===== config.mk =====
export PLATFORM = sky130hd
export DESIGN_NAME = bus_master_if_flat
export DESIGN_NICKNAME = d
export VERILOG_FILES = /design/src/rtl/bus_master_if_if.sv /design/src/rtl/bus_master_if.sv /design/src/flat_wrapper.sv
export SDC_FILE = /design/constraint.sdc
export NUM_CORES = 1
export LEC_CHECK = 0
export BUFFER_PORTS_ARGS = -buffer_cell sky130_fd_sc_hd__buf_2
export CAP_MARGIN = 20
export CORE_MARGIN = 2
export CORE_UTILIZATION = 37
export CTS_CLUSTER_DIAMETER = 50
export CTS_CLUSTER_SIZE = 25
export DETAILED_ROUTE_END_ITERATION = 8
export HOLD_SLACK_MARGIN = 0.05
export PLACE_DENSITY_LB_ADDON = 0.3
export SLEW_MARGIN = 20
export SYNTH_ARGS = -nofsm -noshare
export SYNTH_HDL_FRONTEND = slang
export SYNTH_SLANG_ARGS = --single-unit

===== constraint.sdc =====
create_clock -name clk -period 5.16 [get_ports clk]
set_input_delay 0.516 -clock clk [delete_from_list [all_inputs] [get_ports clk]]
set_output_delay 0.516 -clock clk [all_outputs]
set_load 0.01 [all_outputs]

===== src/rtl/bus_master_if_if.sv =====
// rtl/bus_master_if_if.sv - core command and shared-bus signal bundle for bus_master_if
interface bus_master_if_if;
  logic        cpu_req;
  logic        cpu_rw;
  logic [29:0] cpu_addr;
  logic [31:0] cpu_wr_data;
  logic [31:0] cpu_rd_data;
  logic        busy;
  logic        ack;
  logic        err;
  logic        bus_req_;
  logic        bus_grnt_;
  logic [29:0] bus_addr;
  logic        bus_as_;
  logic        bus_rw;
  logic [31:0] bus_wr_data;
  logic [31:0] bus_rd_data;
  logic        bus_rdy_;

  modport master (
    input  cpu_req, cpu_rw, cpu_addr, cpu_wr_data, bus_grnt_, bus_rd_data, bus_rdy_,
    output cpu_rd_data, busy, ack, err, bus_req_, bus_addr, bus_as_, bus_rw, bus_wr_data
  );

  modport slave (
    output cpu_req, cpu_rw, cpu_addr, cpu_wr_data, bus_grnt_, bus_rd_data, bus_rdy_,
    input  cpu_rd_data, busy, ack, err, bus_req_, bus_addr, bus_as_, bus_rw, bus_wr_data
  );
endinterface


===== src/rtl/bus_master_if.sv =====
// rtl/bus_master_if.sv - single-word shared-bus initiator (request, grant, strobe, ready, release)
// Define BUS_TIMEOUT_EN to abort ACCESS with err after TIMEOUT_CYCLES cycles without bus_rdy_.
module bus_master_if #(
  parameter int TIMEOUT_CYCLES = 64
) (
  input logic             clk,
  input logic             reset,
  bus_master_if_if.master bus
);

  if (TIMEOUT_CYCLES < 2 || TIMEOUT_CYCLES > 255) begin : g_bad_timeout
    $error("bus_master_if: TIMEOUT_CYCLES must be in 2..255");
  end

  typedef enum logic [1:0] {IDLE, REQ, ACCESS} state_t;

  state_t      state;
  logic        req_n_q;
  logic        as_n_q;
  logic        rw_q;
  logic [29:0] addr_q;
  logic [31:0] wr_data_q;
  logic [31:0] rd_data_q;
  logic        ack_q;

`ifdef BUS_TIMEOUT_EN
  localparam logic [7:0] TMO_LAST = 8'(TIMEOUT_CYCLES - 1);
  logic [7:0] tmo_cnt;
  logic       err_q;
`endif

  always_ff @(posedge clk or posedge reset) begin
    if (reset) begin
      state     <= IDLE;
      req_n_q   <= 1'b1;
      as_n_q    <= 1'b1;
      rw_q      <= 1'b1;
      addr_q    <= 30'h0;
      wr_data_q <= 32'h0;
      rd_data_q <= 32'h0;
      ack_q     <= 1'b0;
`ifdef BUS_TIMEOUT_EN
      tmo_cnt   <= 8'h0;
      err_q     <= 1'b0;
`endif
    end else begin
      ack_q <= 1'b0;
`ifdef BUS_TIMEOUT_EN
      err_q <= 1'b0;
`endif
      case (state)
        // Latching happens even in an ack cycle, so a follow-on command costs one IDLE cycle.
        IDLE: begin
          if (bus.cpu_req) begin
            addr_q    <= bus.cpu_addr;
            rw_q      <= bus.cpu_rw;
            wr_data_q <= bus.cpu_wr_data;
            req_n_q   <= 1'b0;
            state     <= REQ;
          end
        end
        REQ: begin
          if (!bus.bus_grnt_) begin
            as_n_q <= 1'b0;
`ifdef BUS_TIMEOUT_EN
            tmo_cnt <= 8'h0;
`endif
            state  <= ACCESS;
          end
        end
        ACCESS: begin
          // Strobe lasts only the first ACCESS cycle; grant is no longer looked at here.
          as_n_q <= 1'b1;
          if (!bus.bus_rdy_) begin
            if (rw_q) rd_data_q <= bus.bus_rd_data;
            ack_q   <= 1'b1;
            req_n_q <= 1'b1;
            state   <= IDLE;
          end
`ifdef BUS_TIMEOUT_EN
          else if (tmo_cnt == TMO_LAST) begin
            err_q     <= 1'b1;
            rd_data_q <= 32'h0;
            req_n_q   <= 1'b1;
            state     <= IDLE;
          end else begin
            tmo_cnt <= tmo_cnt + 8'd1;
          end
`endif
        end
        default: state <= IDLE;
      endcase
    end
  end

  assign bus.busy        = (state != IDLE) || (bus.cpu_req && !ack_q);
  assign bus.ack         = ack_q;
  assign bus.cpu_rd_data = rd_data_q;
  assign bus.bus_req_    = req_n_q;
  assign bus.bus_as_     = as_n_q;
  assign bus.bus_rw      = rw_q;
  assign bus.bus_addr    = addr_q;
  assign bus.bus_wr_data = wr_data_q;
`ifdef BUS_TIMEOUT_EN
  assign bus.err = err_q;
`else
  assign bus.err = 1'b0;
`endif

endmodule


===== src/flat_wrapper.sv =====
// flat-port wrapper written by rule: the top's interface ports become plain ports
module bus_master_if_flat 
#(
  parameter int TIMEOUT_CYCLES = 64
)
  (clk, reset, bus_cpu_req, bus_cpu_rw, bus_cpu_addr, bus_cpu_wr_data, bus_bus_grnt_, bus_bus_rd_data, bus_bus_rdy_, bus_cpu_rd_data, bus_busy, bus_ack, bus_err, bus_bus_req_, bus_bus_addr, bus_bus_as_, bus_bus_rw, bus_bus_wr_data);
  bus_master_if_if bus_i ();
  input logic clk;
  input logic reset;
  input wire logic [$bits(bus_i.cpu_req)-1:0] bus_cpu_req;
  input wire logic [$bits(bus_i.cpu_rw)-1:0] bus_cpu_rw;
  input wire logic [$bits(bus_i.cpu_addr)-1:0] bus_cpu_addr;
  input wire logic [$bits(bus_i.cpu_wr_data)-1:0] bus_cpu_wr_data;
  input wire logic [$bits(bus_i.bus_grnt_)-1:0] bus_bus_grnt_;
  input wire logic [$bits(bus_i.bus_rd_data)-1:0] bus_bus_rd_data;
  input wire logic [$bits(bus_i.bus_rdy_)-1:0] bus_bus_rdy_;
  output wire logic [$bits(bus_i.cpu_rd_data)-1:0] bus_cpu_rd_data;
  output wire logic [$bits(bus_i.busy)-1:0] bus_busy;
  output wire logic [$bits(bus_i.ack)-1:0] bus_ack;
  output wire logic [$bits(bus_i.err)-1:0] bus_err;
  output wire logic [$bits(bus_i.bus_req_)-1:0] bus_bus_req_;
  output wire logic [$bits(bus_i.bus_addr)-1:0] bus_bus_addr;
  output wire logic [$bits(bus_i.bus_as_)-1:0] bus_bus_as_;
  output wire logic [$bits(bus_i.bus_rw)-1:0] bus_bus_rw;
  output wire logic [$bits(bus_i.bus_wr_data)-1:0] bus_bus_wr_data;
  assign bus_i.cpu_req = bus_cpu_req;
  assign bus_i.cpu_rw = bus_cpu_rw;
  assign bus_i.cpu_addr = bus_cpu_addr;
  assign bus_i.cpu_wr_data = bus_cpu_wr_data;
  assign bus_i.bus_grnt_ = bus_bus_grnt_;
  assign bus_i.bus_rd_data = bus_bus_rd_data;
  assign bus_i.bus_rdy_ = bus_bus_rdy_;
  assign bus_cpu_rd_data = bus_i.cpu_rd_data;
  assign bus_busy = bus_i.busy;
  assign bus_ack = bus_i.ack;
  assign bus_err = bus_i.err;
  assign bus_bus_req_ = bus_i.bus_req_;
  assign bus_bus_addr = bus_i.bus_addr;
  assign bus_bus_as_ = bus_i.bus_as_;
  assign bus_bus_rw = bus_i.bus_rw;
  assign bus_bus_wr_data = bus_i.bus_wr_data;
  bus_master_if #(.TIMEOUT_CYCLES(TIMEOUT_CYCLES)) u_core (.clk(clk), .reset(reset), .bus(bus_i));
endmodule

* Yosys cells after proc, flatten, opt, wreduce, memory -nomap -nowiden
Cells that the tools add are included.
Cells by class: equality and inequality tests 5, reduce and logical (&&, ||, !) cells 12, bitwise operators 1, mux-type cells 11
Operator list (count):
- AND reduction 3 bit | 3
- 2-to-1 mux 2 bit | 3
- inequality test 2 bit, second input constant | 3
- one-hot mux 2 bit (3 select lines) | 1
- nonzero test 2 bit | 3
- 2-to-1 mux 1 bit | 5
- one-hot mux 1 bit (2 select lines) | 2
- AND reduction 2 bit | 2
- equality test 2 x 1 -> 1 bit, second input constant | 1
- equality test 2 bit, second input constant | 1
- logical NOT 2 bit | 1
- logical AND 1 bit | 1
- logical NOT 1 bit | 1
- logical OR 1 bit | 1
- NOT 1 bit | 1
Word-level totals: logic and storage cells 37, bits of input ports 100, output and inout port bits 100, flip-flop bits (word level) 100

* Longest topological paths before layout
depth after elaboration 3, depth in mapped cells 5, mapped depth without buffers 2

* Least setup slack after synthesis
No wires, ideal clock.
path type in2reg, start point in bus_bus_rdy_, end point reg u_core.rd_data_q[0] (netlist: u_core.bus.cpu_rd_data[0]), required time 5.035 ns, library setup time 0.125 ns, arrival time 1.338 ns, path buffers 2, setup slack 3.696 ns, cell stages on the path 4, cell sequence and4bb_1 -> buf_6 -> buf_12 -> mux2_4
On the way: word-level cells in the longest chain between the ends 2
Ends and longest elaborated chain:
- start: declaration | RTL line flat_wrapper.sv:16 | input wire logic [$bits(bus_i.bus_rdy_)-1:0] bus_bus_rdy_;
- NOT 1 bit (no source line)
- AND reduction 3 bit (no source line)
- end signal: assignment | RTL line bus_master_if.sv:75 | if (rw_q) rd_data_q <= bus.bus_rd_data;
- end: declaration | RTL line bus_master_if.sv:23 | logic [31:0] rd_data_q;
No other way between the ends. A chain may end at the register's enable or synchronous reset.

* Final worst setup path
start point reg u_core.state[0], end point reg u_core.rd_data_q[29] (netlist: u_core.bus.cpu_rd_data[29])
On the way: word-level cells in the longest chain between the ends 2
Ends and longest elaborated chain:
- start: declaration | RTL line bus_master_if.sv:17 | state_t state;
- start signal: assignment | RTL line bus_master_if.sv:34 | state <= IDLE;
- start signal: assignment | RTL line bus_master_if.sv:59 | state <= REQ;
- start signal: assignment | RTL line bus_master_if.sv:68 | state <= ACCESS;
- equality test 2 bit | RTL line bus_master_if.sv:51 | case (state)
- AND reduction 3 bit (no source line)
No other way between the ends.

==> run metrics <==
run status finished clean; register cell area after layout 2510 µm²; # clock sinks 100; netlist area before placement 3980 µm²; fin crit share 36.2%; maximum number of pins on one net before global-route repair 65; count of routing violations after the opening detailed-route iteration 46; Boundary Pins 200; clock transition at the registers of the reported paths 90 ps; Peak supply drop 0.360 mV; Crit Reg-Reg Startpoint u_core.state[0]$_DFFE_PP0P_; sw power 1.04 mW; number of global-route vias before repair 2691; transition time at the pin with the least slew margin 812 ps; Post-Place Worst Slack 2840 ps; antenna diode instance count 0; Leak 2.58 nW; Layout Cells excl Fill 566; met1 Usage GRT 17.2%; clock tree from TritonCTS built; worst max-slew margin expressed relative to the limit 45.9%; hold-fix buffers at CTS 0; Routed Wire Length 8.47 mm; average wire per cell in the routed design 15.0 µm; Die Outline Area 11600 µm²; final total power 3.18 mW; most common flop cell mapped by yosys sky130_fd_sc_hd__dfrtp_1; most frequent cells in the layout sky130_fd_sc_hd__buf_2 (198), sky130_fd_sc_hd__dfrtp_1 (97), sky130_fd_sc_hd__mux2_2 (65); data arrival time of the critical path 2110 ps; fraction of final layout cells with drive strength greater than 1 74.0%; GR Layer Usage met2 24.0%; Detailed Routing Iterations Pass 1 2; number of instances in the synthesized netlist 228; Critical Path Slowest Stage Cell sky130_fd_sc_hd__and4bb_4; NumNets Final 526; # Post-CTS Setup Buffers 0; final setup vio count 0; Sw Share 32.7%; number of hold violations in the final report 0; Avg Inst Size Synth 17.5 µm²; DPL Wire Length 6.29 mm; Max Buffers Root-to-Sink 2; Post-synth ARST share 100%; number of design rule violations left after detail routing 0; end-of-flow core utilization 50.0%; proportion of power drawn by the clock network 15.2%; Area after DPL 5000 µm²; combinational cell fraction of total power 41.2%; Pint 2.14 mW; Worst Setup End Kind flip-flop; Hold WC Path Type in2async; Final TNS setup 0 ps; first-pass GRT wire length 13.1 mm; unrepaired setup endpoints after global routing no; Area growth syn-to-layout 30.4%; critical path, cell by cell and4bb_4, mux2_2; Ys Warns 0; post-cts resize count 0; Reg2Reg Capture Point u_core.bus.cpu_rd_data[29]$_DFFE_PP0P_; total congestion overflow after global routing 0; clock root buffer sky130_fd_sc_hd__clkbuf_8; category of the critical setup timing path reg2reg; number of placement rows 37; effective utilization at floorplan 38.4%; leading cell type in the layout, fill and taps excluded sky130_fd_sc_hd__buf_2; met3 Track Usage GR 5.99%; post-synthesis sequential area ratio 63.0%; placed instance count 551; Slowest Stage Delay on Critical Path 820 ps; number of antenna violations at the first check in global routing 0; core region area 10400 µm²; Worst R2R Setup Slack 3290 ps; register bit count reported by yosys 100; FMAX 0.535 GHz; number of vias per cell 4.52; Period minus WS final 1870 ps; total clock buffers created by CTS 9; remaining antenna violation count after routing 0; area used by multi-input combinational logic 1300 µm²; count of unique library cells instantiated by Yosys 20; start point of the critical path u_core.state[0]$_DFFE_PP0P_; Layout fillers 931; data required time at the worst endpoint 5400 ps; number of flops mapped to enable cells by yosys 0; vias after detailed routing 2558; routability congestion estimate 0.706; depth of the worst register-to-register path 2; smallest setup slack after layout 3290 ps; global-route usage over all layers 14.7%; post-route cell area 5190 µm²; hold_ws 163 ps; Reg power frac 43.6%; crit path launch type flip-flop; busiest grt layer met2; top fanout value on the critical path 32; count of port buffers added during placement 198; max-slew violations 0; Clk Latency, worst-skew pair 350 ps; max-cap viol count 0; width of the chip 108 µm; die height 108 µm; Post-Syn Nets 328; Worst Clk Skew 6.71 ps; CTS HTree Levels 3; Power Dens Cells 613 nW/µm²
-- cell families (layout without fill, tap and decap cells) --
group	Yosys count	after routing	share of synthesized area [%]
and+or+nand+nor	9	9	1.57
buffers and inverters	16	218	4.62
AOI/OAI and AO/OA	7	7	1.04
muxes	95	95	29.7
other	1	1	0.0942
DFF	100	100	63.0
-- layout make-up --
type                       count  area share (%)
timing repair buffer         201            19.5
multi-input combinational    112            25.0
sequential                   100            48.3
clock buffer                   9            2.39
clock inverter                 6            1.28
tap                          136            3.28
inverter                       2           0.193
-- synthesized netlist by cell type (all sizes together), types with 2 or more instances --
cell type	number	area [µm²]
a21oi	2	10.0
buf	14	176
dfrtp	97	2430
dfstp	3	78.8
inv	2	7.51
mux2	95	1180
nand2	2	7.51
nor2	2	7.51
nor3b	2	20.0
o21ai	3	15.0
-- sequential cells by signal, indices dropped and copies added, names as in the netlist --
register,flops
u_core.state,2
u_core.bus.bus_as_,1
u_core.bus.bus_addr,30
u_core.bus.bus_rw,1
u_core.bus.bus_wr_data,32
u_core.bus.ack,1
u_core.bus.bus_req_,1
u_core.bus.cpu_rd_data,32
-- power by group through the flow --
stage                     combinational, mW  clock, mW  sequential (mW)
after floorplan                       0.673          0             1.57
after global placement                 1.31          0             1.39
after detailed placement               1.33          0             1.40
after CTS                              1.34      0.510             1.39
after global routing                   1.42      0.540             1.45
final                                  1.31      0.482             1.39
-- per-layer routing --
| layer | part of all wire (%) | vias to the layer above | wire (µm) |
|---|---|---|---|
| met5 | 0 | - | 0 |
| met4 | 2.2 | 0 | 187 |
| met3 | 10 | 13 | 850 |
| met2 | 47 | 127 | 3970 |
| met1 | 41 | 1233 | 3460 |
| li1 | - | 1185 | - |
-- worst max-delay path: cells and delay by family (launching register included) --
| family | cells | cell delay (ps) |
|---|---|---|
| flops | 1 | 500 |
| simple gates | 1 | 820 |
| mux | 1 | 410 |
-- worst max-delay path by stage --
stage                                                         to  cells past startpoint  slack, ps
final                     u_core.bus.cpu_rd_data[29]$_DFFE_PP0P_                      2       3290
after global routing      u_core.bus.cpu_rd_data[29]$_DFFE_PP0P_                      2       3210
after CTS                 u_core.bus.cpu_rd_data[29]$_DFFE_PP0P_                      2       2950
after detailed placement  u_core.bus.cpu_rd_data[29]$_DFFE_PP0P_                      3       2840
after global placement    u_core.bus.cpu_rd_data[28]$_DFFE_PP0P_                      3       2870
after floorplan                         u_core.bus.ack$_DFF_PP0_                      1       2030
Note: power is estimated with default switching activity, not from simulation.
